File: src/rtl/uart_rx_ctrl_if.sv
// Bundles the serial-line input, baud strobe, receiver strobes and frame results
// for uart_rx_ctrl.
//   master : drives Baud_Tick and Rx_Serial and observes the results (bench or host side).
//   slave  : receiver side (uart_rx_ctrl).
interface uart_rx_ctrl_if #(
  parameter int unsigned DATA_BITS = 8
);
  logic                 Baud_Tick;
  logic                 Rx_Serial;
  logic                 DeStart_Bit;
  logic                 Shift1;
  logic                 Check_Stop;
  logic                 Load1;
  logic [DATA_BITS-1:0] Rx_dataOut;
  logic                 Parity_Error;
  logic                 Stop_Error;
  logic                 Busy;

  modport master (
    output Baud_Tick, Rx_Serial,
    input  DeStart_Bit, Shift1, Check_Stop, Load1, Rx_dataOut, Parity_Error, Stop_Error, Busy
  );

  modport slave (
    input  Baud_Tick, Rx_Serial,
    output DeStart_Bit, Shift1, Check_Stop, Load1, Rx_dataOut, Parity_Error, Stop_Error, Busy
  );
endinterface

File: src/rtl/uart_rx_ctrl.sv
// UART receive controller: oversampled start-bit detection with glitch rejection,
// LSB-first data capture, optional parity check, stop-bit check and break handling.
// Ports:
//   Clock_In : system clock, all state changes on its rising edge
//   Reset    : synchronous, active-low reset
//   bus      : uart_rx_ctrl_if slave modport
//              in : Baud_Tick (OVERSAMPLE x baud strobe), Rx_Serial (async line, idle high)
//              out: DeStart_Bit, Shift1, Check_Stop, Load1 (one-cycle strobes),
//                   Rx_dataOut, Parity_Error, Stop_Error (held between loads), Busy
module uart_rx_ctrl #(
  parameter int unsigned DATA_BITS  = 8,
  parameter int unsigned OVERSAMPLE = 16,
  parameter int unsigned PARITY_EN  = 1,
  parameter int unsigned PARITY_ODD = 0
) (
  input logic           Clock_In,
  input logic           Reset,
  uart_rx_ctrl_if.slave bus
);

  localparam int unsigned TickW = (OVERSAMPLE > 2) ? $clog2(OVERSAMPLE) : 1;
  localparam int unsigned BitW  = (DATA_BITS > 1) ? $clog2(DATA_BITS) : 1;

  localparam logic [TickW-1:0] TickMid  = TickW'(OVERSAMPLE / 2 - 1);
  localparam logic [TickW-1:0] TickLast = TickW'(OVERSAMPLE - 1);
  localparam logic [BitW-1:0]  BitLast  = BitW'(DATA_BITS - 1);
  localparam logic             OddBit   = (PARITY_ODD != 0);
  localparam logic             ParOn    = (PARITY_EN != 0);

  typedef enum logic [2:0] {
    StIdle,
    StStart,
    StData,
    StParity,
    StStop,
    StBreak
  } state_e;

  state_e               state_q;
  logic [1:0]           sync_q;
  logic                 rx_s;
  logic [TickW-1:0]     tick_q;
  logic [BitW-1:0]      bit_q;
  logic [DATA_BITS-1:0] data_q;
  logic                 par_err_q;

  logic                 de_q;
  logic                 shift_q;
  logic                 stop_q;
  logic                 load_q;
  logic [DATA_BITS-1:0] dout_q;
  logic                 perr_q;
  logic                 serr_q;

  assign rx_s = sync_q[1];

  always_ff @(posedge Clock_In) begin
    if (!Reset) begin
      state_q   <= StIdle;
      sync_q    <= 2'b11;
      tick_q    <= '0;
      bit_q     <= '0;
      data_q    <= '0;
      par_err_q <= 1'b0;
      de_q      <= 1'b0;
      shift_q   <= 1'b0;
      stop_q    <= 1'b0;
      load_q    <= 1'b0;
      dout_q    <= '0;
      perr_q    <= 1'b0;
      serr_q    <= 1'b0;
    end else begin
      sync_q  <= {sync_q[0], bus.Rx_Serial};
      de_q    <= 1'b0;
      shift_q <= 1'b0;
      stop_q  <= 1'b0;
      load_q  <= 1'b0;
      if (bus.Baud_Tick) begin
        unique case (state_q)
          StIdle: begin
            if (!rx_s) begin
              state_q <= StStart;
              tick_q  <= '0;
            end
          end
          StStart: begin
            // Re-check the line at mid start bit; a high line here was a glitch.
            if (tick_q == TickMid) begin
              tick_q <= '0;
              bit_q  <= '0;
              if (!rx_s) begin
                de_q    <= 1'b1;
                state_q <= StData;
              end else begin
                state_q <= StIdle;
              end
            end else begin
              tick_q <= tick_q + 1'b1;
            end
          end
          StData: begin
            if (tick_q == TickLast) begin
              tick_q  <= '0;
              // LSB arrives first, so shifting in at the MSB end leaves it at bit 0.
              data_q  <= {rx_s, data_q[DATA_BITS-1:1]};
              shift_q <= 1'b1;
              bit_q   <= bit_q + 1'b1;
              if (bit_q == BitLast) begin
                state_q <= ParOn ? StParity : StStop;
              end
            end else begin
              tick_q <= tick_q + 1'b1;
            end
          end
          StParity: begin
            if (tick_q == TickLast) begin
              tick_q    <= '0;
              par_err_q <= (^data_q) ^ rx_s ^ OddBit;
              state_q   <= StStop;
            end else begin
              tick_q <= tick_q + 1'b1;
            end
          end
          StStop: begin
            if (tick_q == TickLast) begin
              tick_q  <= '0;
              stop_q  <= 1'b1;
              load_q  <= 1'b1;
              dout_q  <= data_q;
              perr_q  <= ParOn ? par_err_q : 1'b0;
              serr_q  <= ~rx_s;
              // A low stop bit is treated as the start of a break condition.
              state_q <= rx_s ? StIdle : StBreak;
            end else begin
              tick_q <= tick_q + 1'b1;
            end
          end
          StBreak: begin
            if (rx_s) begin
              state_q <= StIdle;
            end
          end
          default: state_q <= StIdle;
        endcase
      end
    end
  end

  assign bus.DeStart_Bit  = de_q;
  assign bus.Shift1       = shift_q;
  assign bus.Check_Stop   = stop_q;
  assign bus.Load1        = load_q;
  assign bus.Rx_dataOut   = dout_q;
  assign bus.Parity_Error = perr_q;
  assign bus.Stop_Error   = serr_q;
  assign bus.Busy         = (state_q != StIdle);

endmodule

File: src/flat_wrapper.sv
// flat-port wrapper written by rule: the top's interface ports become plain ports
module uart_rx_ctrl_flat 
#(
  parameter int unsigned DATA_BITS  = 8,
  parameter int unsigned OVERSAMPLE = 16,
  parameter int unsigned PARITY_EN  = 1,
  parameter int unsigned PARITY_ODD = 0
)
  (Clock_In, Reset, bus_Baud_Tick, bus_Rx_Serial, bus_DeStart_Bit, bus_Shift1, bus_Check_Stop, bus_Load1, bus_Rx_dataOut, bus_Parity_Error, bus_Stop_Error, bus_Busy);
  uart_rx_ctrl_if #(.DATA_BITS(DATA_BITS)) bus_i ();
  input logic Clock_In;
  input logic Reset;
  input wire logic [$bits(bus_i.Baud_Tick)-1:0] bus_Baud_Tick;
  input wire logic [$bits(bus_i.Rx_Serial)-1:0] bus_Rx_Serial;
  output wire logic [$bits(bus_i.DeStart_Bit)-1:0] bus_DeStart_Bit;
  output wire logic [$bits(bus_i.Shift1)-1:0] bus_Shift1;
  output wire logic [$bits(bus_i.Check_Stop)-1:0] bus_Check_Stop;
  output wire logic [$bits(bus_i.Load1)-1:0] bus_Load1;
  output wire logic [$bits(bus_i.Rx_dataOut)-1:0] bus_Rx_dataOut;
  output wire logic [$bits(bus_i.Parity_Error)-1:0] bus_Parity_Error;
  output wire logic [$bits(bus_i.Stop_Error)-1:0] bus_Stop_Error;
  output wire logic [$bits(bus_i.Busy)-1:0] bus_Busy;
  assign bus_i.Baud_Tick = bus_Baud_Tick;
  assign bus_i.Rx_Serial = bus_Rx_Serial;
  assign bus_DeStart_Bit = bus_i.DeStart_Bit;
  assign bus_Shift1 = bus_i.Shift1;
  assign bus_Check_Stop = bus_i.Check_Stop;
  assign bus_Load1 = bus_i.Load1;
  assign bus_Rx_dataOut = bus_i.Rx_dataOut;
  assign bus_Parity_Error = bus_i.Parity_Error;
  assign bus_Stop_Error = bus_i.Stop_Error;
  assign bus_Busy = bus_i.Busy;
  uart_rx_ctrl #(.DATA_BITS(DATA_BITS), .OVERSAMPLE(OVERSAMPLE), .PARITY_EN(PARITY_EN), .PARITY_ODD(PARITY_ODD)) u_core (.Clock_In(Clock_In), .Reset(Reset), .bus(bus_i));
endmodule
File: config.mk
export PLATFORM = sky130hd
export DESIGN_NAME = uart_rx_ctrl_flat
export DESIGN_NICKNAME = d
export VERILOG_FILES = /design/src/rtl/uart_rx_ctrl_if.sv /design/src/rtl/uart_rx_ctrl.sv /design/src/flat_wrapper.sv
export SDC_FILE = /design/constraint.sdc
export NUM_CORES = 1
export LEC_CHECK = 0
export CAP_MARGIN = 25
export CORE_MARGIN = 1
export CORE_UTILIZATION = 35
export DETAILED_ROUTE_END_ITERATION = 10
export GPL_TIMING_DRIVEN = 0
export PLACE_DENSITY = 0.57
export SYNTH_ARGS = -nofsm -noshare
export SYNTH_HDL_FRONTEND = slang
export SYNTH_SLANG_ARGS = --single-unit
File: constraint.sdc
create_clock -name Clock_In -period 2.1 [get_ports Clock_In]
set_clock_uncertainty 0.2 [all_clocks]
set_input_delay 0.42 -clock Clock_In [delete_from_list [all_inputs] [get_ports Clock_In]]
set_output_delay 0.42 -clock Clock_In [all_outputs]
set_load 0.05 [all_outputs]
### Word level (Yosys, flattened, before mapping)

Index checks and enable logic that the tools add are counted.

* add/sub/neg operators: 2
* equality and inequality tests: 15
* multiplexer cells: 19
* bitwise gates (word level): 2
* reductions and logical operators: 15

Operator list (number)
* two-way mux 3 bit: 10
* one-hot mux 3 bit (6 select lines): 1
* AND reduction 3 bit: 6
* two-way mux 4 bit: 3
* != test 2 x 1 -> 1 bit, second input constant: 6
* one-hot mux 4 bit (3 select lines): 1
* equality test 3 bit, second input constant: 3
* AND reduction 4 bit: 2
* AND reduction 8 bit: 1
* XOR reduction 8 bit: 1
* equality test 3 x 2 -> 1 bit, second input constant: 2
* one-hot mux 3 bit (2 select lines): 1
* nonzero test 3 bit: 2
* adder 4 x 1 -> 4 bit, second input constant: 1
* equality test 4 x 3 -> 1 bit, second input constant: 1
* equality test 4 bit, second input constant: 1
* adder 3 x 1 -> 3 bit, second input constant: 1
* equality test 3 x 1 -> 1 bit, second input constant: 1
* zero test 3 bit: 1
* OR reduction 3 bit: 1
* two-way mux 1 bit: 2
* two-way mux 2 bit: 1
* != test 2 bit, second input constant: 1
* nonzero test 2 bit: 1
* 2 further kinds: 2

* register bits after elaboration: 34
* output and inout port bits: 15
* word-level logic and storage cells: 65

### Longest topological paths before layout

Gate-level depths: netlist of run 1.

* word-level depth: 4
* gate-level depth with buffers: 6
* gate-level depth less buffers: 6

### Worst setup path before layout of run 1

No wires, ideal clock.

* path type: register to register
* start point: register u_core.tick_q[0]
* end point: register u_core.state_q[0]
* data arrival time: 1.501 ns
* required time: 1.830 ns
* setup slack: 0.329 ns
* cell stages (with the launch flop): 7
* buffers on the path: 0
* cell sequence: dfxtp_1 -> ha_1 -> nand2_1 -> o21ai_1 -> a21oi_2 -> or4b_1 -> a21oi_1

* word-level cells in the longest chain between the ends: 3
* elaborated cells between the ends (all ways): 7
* classes of those cells: 6 x eq/ne; 1 x reduce/logical

Ends and longest elaborated chain
* start, declared: line uart_rx_ctrl.sv:42 `logic [TickW-1:0] tick_q;`
* start signal, assigned: line uart_rx_ctrl.sv:98 `tick_q <= tick_q + 1'b1;`
* start signal, assigned: line uart_rx_ctrl.sv:112 `tick_q <= tick_q + 1'b1;`
* start signal, assigned: line uart_rx_ctrl.sv:121 `tick_q <= tick_q + 1'b1;`
* equality test 4 bit / equality test 4 x 3 -> 1 bit (equally long branches)
* != test 2 x 1 -> 1 bit (no source line)
* AND reduction 8 bit (no source line) *
* end signal, assigned: line uart_rx_ctrl.sv:109 `state_q <= ParOn ? StParity : StStop;`
* end signal, assigned: line uart_rx_ctrl.sv:119 `state_q <= StStop;`
* end signal, assigned: line uart_rx_ctrl.sv:133 `state_q <= rx_s ? StIdle : StBreak;`
* end, declared: line uart_rx_ctrl.sv:39 `state_e state_q;`

Mark *: on every way between the ends. The rest lies on a longest branch, timed or not.
A chain may end at the register's enable or synchronous reset.

### Worst setup path in the final report of run 1

* start point: register u_core.perr_q, in the netlist u_core.bus.Parity_Error
* end point: output bus_Parity_Error

RTL lines
* start, declared: line uart_rx_ctrl.sv:52 `logic perr_q;`
* start signal, assigned: line uart_rx_ctrl.sv:130 `perr_q <= ParOn ? par_err_q : 1'b0;`
* end, declared: line flat_wrapper.sv:20 `output wire logic [$bits(bus_i.Parity_Error)-1:0] bus_Parity_Error;`

No word-level cell between the ends.

==> results of run 1 <==
## state kept, by name, indices dropped and copies added (netlist names)
name and flops:
u_core.bit_q 3, u_core.bus.Check_Stop 1, u_core.bus.DeStart_Bit 1, u_core.bus.Parity_Error 1, u_core.bus.Rx_dataOut 8, u_core.bus.Shift1 1, u_core.bus.Stop_Error 1, u_core.data_q 8
u_core.par_err_q 1, u_core.state_q 3, u_core.sync_q 2, u_core.tick_q 4
## stage by stage
stage / total power, mW / hold slack (ps) / setup slack (ps) / TNS (ps)
final: 1.31 / 212 / 59.0 / 0
after global routing: 1.36 / 251 / 9.07 / 0
after CTS: 1.32 / 216 / 32.7 / 0
after detailed placement: 0.724 / 197 / -205 / -3200
after global placement: 0.722 / 195 / -197 / -2990
after floorplan: 0.703 / 186 / 329 / 0
## area by class of cell
cell class	count	area share (%)
clock inverter	1	1.55
timing repair buffer	18	9.13
inverter	3	0.583
tap	50	3.24
buffer	10	3.43
sequential	34	35.4
clock buffer	6	4.27
multi-input combinational	121	42.4
## layer usage
metal,track usage [%],routed length (um),up-vias
met5,0,0,-
met4,5.36,36,0
met3,4.28,171,4
met2,26.2,1560,43
met1,19.4,1400,577
li1,-,-,626
## worst max-delay path by stage
stage                                                 to  cells past startpoint
after floorplan           u_core.state_q[0]$_SDFFE_PN0P_                      6
final                                   bus_Parity_Error                      1
after CTS                                       bus_Busy                      4
after global routing      u_core.state_q[0]$_SDFFE_PN0P_                      6
after detailed placement   u_core.data_q[2]$_SDFFE_PN0P_                      6
after global placement                          bus_Busy                      4
## synthesized netlist by cell type (4+ instances only)
| library cell | instances |
|---|---|
| mux2i_1 | 18 |
| xnor2_1 | 5 |
| nand2b_1 | 4 |
| buf_2 | 4 |
| dfxtp_1 | 34 |
| nand3_1 | 9 |
| nor2_1 | 25 |
| a21oi_1 | 10 |
| o21ai_0 | 5 |
| nand2_1 | 9 |
## report_power, final
part / leakage (nW) / internal (mW) / switching [mW]
Clock: 0.0573 / 0.379 / 0.219
Sequential: 0.275 / 0.648 / 0.00442
Combinational: 0.467 / 0.0223 / 0.0342
## logic make-up (layout without fill, tap and decap cells)
group | count (synthesis) | after routing
xor+xnor | 7 | 7
flops | 34 | 34
compound gates | 23 | 23
simple gates | 69 | 69
fa+ha+maj | 3 | 3
buf+inv | 13 | 38
mux | 19 | 19
==> reports/results.tsv, run 1 <==
metric	value	unit
wl_per_cell	13.0	um
place_congestion	0.819	
fin_crit	2040	ps
fillers	410	
outcome	finished clean	
synthFlopType	dfxtp_1	
routed_wl	3.16	mm
synth_xor_area_share	4.79	%
synthSimpleGateAreaFrac	24.0	%
grt_pass1_vias	1158	
synth_top_family_by_area	simple AND/OR/NAND/NOR gates	
dp_hpwl	2.31	mm
synthAdderAreaFrac	2.40	%
crit_chain	clkdlybuf4s50_1	
io_pins	19	
root_buffer	clkbuf_8	
portBuffers	18	
grt_overflow	0	
drt-pass1-iter-count	4	
dp.cells	236	
multiInputGateArea	820	sq um
max_slew_margin	66.2	%
synth_top_area_share	43.5	%
synth_edf_count	0	
yosysWarningCount	0	
drive_gt1_share	14.5	%
cp_slowest_cell	clkdlybuf4s50_1	
stdcell_count	243	
syn-cell-area	1570	sq um
rsz0062_at_grt	no	
synthArstFlopShare	0	%
hp-start	u_core.sync_q[0]$_SDFF_PN1_	
final_common_cell	dfxtp_1	
cp.arrival	1420	ps
vias	1250	
yosys-mux-area-fraction	12.2	%
r2r_slack	140	ps
grt_max_degree	11	
crit_path_start_kind	flop	
setup.worst_path.start	u_core.bus.Parity_Error$_SDFFE_PN0P_	
slowest_delay	810	ps
setup_violations	0	
syn_avg_cell_area	9.32	sq um
diodes	0	
hold_viol_final	0	
leakagePower	0.800	nW
nets	200	
hold_class	reg -> reg	
max_freq	490	MHz
cts_buffer_depth	2	
dpl_cell_area	1810	sq um
synth_cells	168	
syn_to_final_growth	23.3	%
rr_endpoint	u_core.state_q[0]$_SDFFE_PN0P_	
ctsResizeCount	6	
die_w	68.9	um
via_per_inst	5.14	
start_util	37.8	%
ys_seq_area_share	43.5	%
cts_made_buffers	5	
regToRegStartpoint	u_core.tick_q[0]$_SDFFE_PN0P_	
core	4140	sq um
seq_area	683	sq um
drt_iter0_drc	73	
post_cts_buffers	0	
grt_pass1_wl	5.46	mm
stdcell_area	1930	sq um
end_kind	output pin	
finalCritPeriodShare	97.2	%
r2r_cells	6	
antenna_found_initial	0	
vdd_drop_max	0.000532	V
min_to	u_core.sync_q[1]$_SDFF_PN1_	
ctsHoldBuffers	0	
htreeDepth	2	
worst_slew_pin_slew	505	ps
slew_violations	0	
rows	23	
drcViolationCount	0	
cts_tree	built	
required	1480	ps
clk_latency	270	ps
final_cell_mix	dfxtp_1 (32), nor2_1 (25), mux2i_1 (18)	
track_usage	15.7	%
synth-compound-area-share	8.47	%
yosys-top-cells-area	dfxtp_1 (43%), mux2i_1 (12%), nor2_1 (6.0%), a21oi_1 (3.2%), nand3_1 (2.9%)	
cap_violations	0	
powerDensity	677	nW/um^2
yosys.area.top_type	dfxtp_1	
final_core_util	46.6	%
die-area	4750	sq um
critPathMaxFanout	2	
min_path_cells	1	
critPathKind	reg -> out	
syn_nets	175	
fp.dieH	68.9	um
cts_sinks	34	
path_delay_family	buffers and inverters	
clk_pin_slew_worst_paths	70	ps
path_buf_inv	1	
drtAntennaViolNets	0	
synth_seq_cells	34	
ys_types	41	
Note: power is estimated with default switching activity, not from simulation.
==> run 2, diff against run 1 <==
==> constraint.sdc (replaced) <==
create_clock -name Clock_In -period 2.1 [get_ports Clock_In]
set_clock_uncertainty 0.2 [all_clocks]
set_input_delay 0.63 -clock Clock_In [delete_from_list [all_inputs] [get_ports Clock_In]]
set_output_delay 0.63 -clock Clock_In [all_outputs]
set_load 0.05 [all_outputs]
==> run 2 against run 1 <==
  * Sequential power about the same
  * Count of clock-buffer cells in the layout unchanged
  * Clock power about the same
  * Critical path type unchanged
==> reports/results.tsv, run 2 (synthesis gave the netlist of run 1 again) <==
metric	value	unit	change
dpl_cell_area	1810	sq um	unchanged
drive_gt1_share	15.5	%	+1.0 points
fp.dieH	68.9	um	unchanged
p_seq_share	49.7	%	-0.2 points
syn_to_final_growth	23.5	%	
setup.worst_path.start	u_core.state_q[1]$_SDFFE_PN0P_		
clock_power_share	45.7	%	about the same
clk_latency	270	ps	about the same
p_int	1.05	mW	about the same
ctsHoldBuffers	0		unchanged
cts_made_buffers	5		unchanged
critPathMaxFanout	10		+8
cts_buffer_depth	2		unchanged
core	4140	sq um	unchanged
diodes	0		unchanged
cap_violations	0		unchanged
die_w	68.9	um	unchanged
hold_viol_final	0		unchanged
cts_tree	built		
hold_class	reg -> reg		
powerDensity	677	nW/um^2	about the same
grt_pass1_vias	1153		-0.43%
dp_hpwl	2.31	mm	unchanged
max_slew_margin	66.9	%	+0.67 points
stdcell_area	1930	sq um	+0.13%
vias	1235		-1.2%
final_cell_mix	dfxtp_1 (32), nor2_1 (25), mux2i_1 (18)		
grt_max_degree	11		unchanged
r2r_cells	6		unchanged
start_util	37.8	%	unchanged
finalPower	1.31	mW	+0.22%
leakagePower	0.863	nW	+7.9%
end_kind	output pin		
cts_sinks	34		unchanged
globalRouteMet1Util	19.2	%	-0.20 points
crit_path_start_kind	flop		
wl_per_cell	13.0	um	+0.32%
finalCritPeriodShare	97.9	%	+0.67 points
post_cts_buffers	0		unchanged
drcViolationCount	0		unchanged
fillers	414		+0.98%
max_freq	487	MHz	-0.69%
critPathKind	reg -> out		
clk_pin_slew_worst_paths	70	ps	about the same
required	1270	ps	-210 ps
place_congestion	0.819		unchanged
vdd_drop_max	0.000533	V	+0.18%
nets	200		unchanged
netSwitchingFraction	19.8	%	+0.11 points
setup_violations	0		unchanged
grtUsageMet2	26.5	%	+0.24 points
root_buffer	clkbuf_8		
portBuffers	18		unchanged
antenna_found_initial	0		unchanged
track_usage	15.7	%	unchanged
worst_slew_pin_slew	498	ps	-6.48 ps
grt_overflow	0		unchanged
grt_pass1_wl	5.46	mm	-0.13%
outcome	finished clean		
slew_violations	0		unchanged
endpoint	bus_Busy		
cp.arrival	1230	ps	-190 ps
r2r_slack	130	ps	about the same
die-area	4750	sq um	unchanged
htreeDepth	2		unchanged
comb_power_share	4.6	%	+0.3 points
busiest_layer	met2		
use_met3	4.28	%	unchanged
rr_endpoint	u_core.state_q[0]$_SDFFE_PN0P_		
routed_wl	3.17	mm	+0.32%
switchingPower	0.260	mW	+0.76%
drt_iter0_drc	80		+9.6%
via_per_inst	5.08		-1.2%
rows	23		unchanged
drt-pass1-iter-count	4		unchanged
drtAntennaViolNets	0		unchanged
fin_crit	2060	ps	+14.1 ps
rsz0062_at_grt	no		
io_pins	19		unchanged
regToRegStartpoint	u_core.tick_q[0]$_SDFFE_PN0P_		
final_common_cell	dfxtp_1		
## run 2: cell count changes in the layout (fill, tap and decap cells not counted), sizes merged
cell / previous run / this run
buf: 7 / 9
clkdlybuf4s50: 15 / 2
clkbuf: 10 / 8
dlygate4sd2: 1 / 15
dlymetal6s2s: 1 / 0
## run 2: worst min-delay path by stage
stage                                            from                          end  cells after the start
after detailed placement  u_core.sync_q[0]$_SDFF_PN1_  u_core.sync_q[1]$_SDFF_PN1_                      1
after CTS                 u_core.sync_q[0]$_SDFF_PN1_  u_core.sync_q[1]$_SDFF_PN1_                      1
after floorplan           u_core.sync_q[0]$_SDFF_PN1_  u_core.sync_q[1]$_SDFF_PN1_                      1
final                     u_core.sync_q[0]$_SDFF_PN1_  u_core.sync_q[1]$_SDFF_PN1_                      1
after global routing      u_core.sync_q[0]$_SDFF_PN1_  u_core.sync_q[1]$_SDFF_PN1_                      1
after global placement    u_core.sync_q[0]$_SDFF_PN1_  u_core.sync_q[1]$_SDFF_PN1_                      1
## run 2: power by group through the flow
stage	clock network (mW)	logic, mW	registers [mW]
global placement	0	0.0556	0.667
CTS	0.614	0.0593	0.652
floorplan	0	0.0377	0.665
global route	0.646	0.0658	0.651
detailed placement	0	0.0569	0.667
finish	0.599	0.0601	0.651
## run 2: final cells by class
cell class / instances / area [sq um] / share of cell area [%]
buffer: 10 / 71.3 / 3.69
clock buffer: 6 / 82.6 / 4.27
clock inverter: 1 / 30.0 / 1.55
inverter: 3 / 11.3 / 0.582
multi-input combinational: 121 / 826 / 42.7
sequential: 34 / 688 / 35.6
tap: 50 / 62.6 / 3.23
timing repair buffer: 18 / 163 / 8.41
## run 2: timing repair
| item | 4_1_cts | 5_1_grt |
|---|---|---|
| gates resized for setup | 29 | 6 |
| pin swaps | 0 | 1 |
| gates cloned | 0 | 0 |
| setup endpoints to repair | 32 | 11 |
| endpoints found under the hold margin | 0 | 0 |
## run 2: per-stage QoR
step | utilization (%) | hold slack (ps) | cells | worst slack [ps] | TNS (ps)
floorplan | - | 186 | 168 | 247 | 0
global placement | 43.7 | 195 | 236 | -407 | -7910
detailed placement | 43.7 | 197 | 236 | -415 | -8290
CTS | 46.4 | 216 | 243 | 3.55 | 0
global route | 46.7 | 251 | 243 | 5.12 | 0
finish | 46.7 | 212 | 243 | 44.9 | 0
## run 2: layer usage
metal / part of all wire [%] / vias up / wire (um)
met4: 0.54 / 0 / 17
li1: - / 628 / -
met1: 47 / 571 / 1490
met2: 48 / 34 / 1520
met3: 4.5 / 2 / 142
met5: 0 / - / 0
## run 2: worst max-delay path, cell delays in order, from the launching register on
cell,delay (ps)
dfxtp_1,360
buf_6,160
nor3_4,210
inv_2,70
buf_6,150
==> run 3, diff against run 2 <==
--- a/config.mk
+++ b/config.mk
@@ -6,7 +6,7 @@
 export NUM_CORES = 1
 export LEC_CHECK = 0
 export CAP_MARGIN = 25
-export CORE_MARGIN = 1
+export CORE_MARGIN = 3
 export CORE_UTILIZATION = 35
 export DETAILED_ROUTE_END_ITERATION = 10
 export GPL_TIMING_DRIVEN = 0
==> run 3 against run 2 <==
  * Register-to-register slack improved by 40 ps
  * Worst hold slack improved by 2.9 ps
  * Clock power fell by 26%
  * Wire length fell by 0.85%
==> reports/results.tsv, run 3 (synthesis gave the netlist of run 1 again) <==
metric	value	unit	change
wl_per_cell	12.9	um	-0.85%
vdd_drop_max	0.000375	V	-30%
switchingPower	0.259	mW	-0.19%
drtAntennaViolNets	0		unchanged
core	4140	sq um	unchanged
hp-start	u_core.sync_q[0]$_SDFF_PN1_		
p_int	0.895	mW	-15%
min_to	u_core.sync_q[1]$_SDFF_PN1_		
dp_hpwl	2.29	mm	-1.2%
nets	200		unchanged
portBuffers	18		unchanged
antenna_found_initial	0		unchanged
start_util	37.8	%	unchanged
place_congestion	0.854		+4.3%
fin_crit	2040	ps	-12.9 ps
p_seq_share	56.5	%	+6.8 points
netSwitchingFraction	22.5	%	+2.6 points
vias	1239		+0.32%
io_pins	19		unchanged
outcome	finished clean		
finalCritPeriodShare	97.2	%	-0.62 points
clock_power_share	38.3	%	-7.4 points
rows	23		unchanged
grt_max_degree	11		unchanged
grt_pass1_wl	5.31	mm	-2.6%
final_common_cell	dfxtp_1		
routed_wl	3.14	mm	-0.85%
r2r_cells	6		unchanged
clk_pin_slew_worst_paths	60	ps	about the same
end_kind	output pin		
fp.dieH	72.9	um	+5.8%
hold_viol_final	0		unchanged
comb_power_share	5.2	%	+0.6 points
drt_iter0_drc	119		+49%
slew_violations	0		unchanged
cap_violations	0		unchanged
critPathMaxFanout	2		-8
grt_overflow	0		unchanged
highest_layer	met4		
crit_path_start_kind	flop		
cts_tree	built		
finalPower	1.15	mW	-12%
grt_pass1_vias	1170		+1.5%
max_freq	490	MHz	+0.63%
min_path_cells	1		unchanged
met1_length	1.44	mm	-3.2%
post_cts_buffers	0		unchanged
powerDensity	607	nW/um^2	-10%
leakagePower	0.846	nW	-1.9%
diodes	0		unchanged
final_cell_mix	dfxtp_1 (31), nor2_1 (25), mux2i_1 (18)		
setup_violations	0		unchanged
cts_buffer_depth	2		unchanged
wl_met3	136	um	-4.2%
root_buffer	clkbuf_8		
r2r_slack	170	ps	+40 ps
htreeDepth	2		unchanged
wl_met2	1.48	mm	-2.5%
rr_endpoint	u_core.state_q[0]$_SDFFE_PN0P_		
drive_gt1_share	16.6	%	+1.0 points
track_usage	13.0	%	-2.8 points
hold_class	reg -> reg		
drcViolationCount	0		unchanged
critPathKind	reg -> out		
required	1270	ps	about the same
regToRegStartpoint	u_core.tick_q[0]$_SDFFE_PN0P_		
clk_latency	280	ps	about the same
via_per_inst	5.10		+0.32%
cts_sinks	34		unchanged
syn_to_final_growth	21.4	%	
drt-pass1-iter-count	4		unchanged
rsz0062_at_grt	no		
cp.arrival	1210	ps	-20 ps
worst_slew_pin_slew	498	ps	+0.0671 ps
max_slew_margin	66.9	%	about the same
cts_made_buffers	5		unchanged
die-area	5310	sq um	+12%
setup-tns-final	0	ps	unchanged
die_w	72.9	um	+5.8%
[run 3: cell type report]
type	instances	area, sq um
tap	50	62.6
timing repair buffer	18	163
multi-input combinational	121	828
clock inverter	2	10.0
buffer	10	71.3
clock buffer	5	68.8
fill	418	2240
inverter	3	11.3
sequential	34	687
[run 3: how the worst max path moves through the flow]
stage           endpoint  slack [ps]  cells past startpoint                        startpoint
2_1_floorplan   bus_Busy         250                      3    u_core.state_q[2]$_SDFFE_PN0P_
3_3_place_gp    bus_Busy        -410                      4    u_core.state_q[2]$_SDFFE_PN0P_
3_5_place_dp    bus_Busy        -420                      4    u_core.state_q[2]$_SDFFE_PN0P_
4_1_cts         bus_Busy           8                      4    u_core.state_q[0]$_SDFFE_PN0P_
5_1_grt        bus_Load1          20                      2  u_core.bus.Check_Stop$_SDFF_PN0_
6_report       bus_Load1          60                      2  u_core.bus.Check_Stop$_SDFF_PN0_
[run 3: through the flow]
step	area, sq um	hold WS [ps]	instances	worst slack (ps)	util (%)
2_1_floorplan	1570	186	168	247	-
3_5_place_dp	1810	205	236	-422	43.7
4_1_cts	1890	223	243	8.26	45.6
6_report	1900	215	243	57.8	45.9
3_3_place_gp	1810	194	236	-410	43.7
5_1_grt	1900	241	243	15.9	45.9
[run 3: layer usage]
layer,vias up,GRT usage (%)
met3,11,4.55
met1,571,15.2
met2,28,21.0
li1,629,-
met5,-,0
met4,0,6.35
[run 3: critical path, cell delays in order (launching register included)]
cell and delay (ps):
dfxtp_1 330, buf_4 100, dlygate4sd2_1 510
[run 3: power by group through the flow]
stage | Sequential (mW) | Combinational, mW | Clock [mW]
after detailed placement | 0.667 | 0.0569 | 0
after global routing | 0.652 | 0.0662 | 0.490
after CTS | 0.653 | 0.0591 | 0.464
after global placement | 0.667 | 0.0556 | 0
after floorplan | 0.665 | 0.0377 | 0
final | 0.652 | 0.0601 | 0.441
[run 3: timing repair]
action	CTS	global route
gates resized for setup	29	8
hold buffers	0	0
pin swaps	1	0
endpoints found under the setup margin	32	12
hold endpoints to repair	0	0
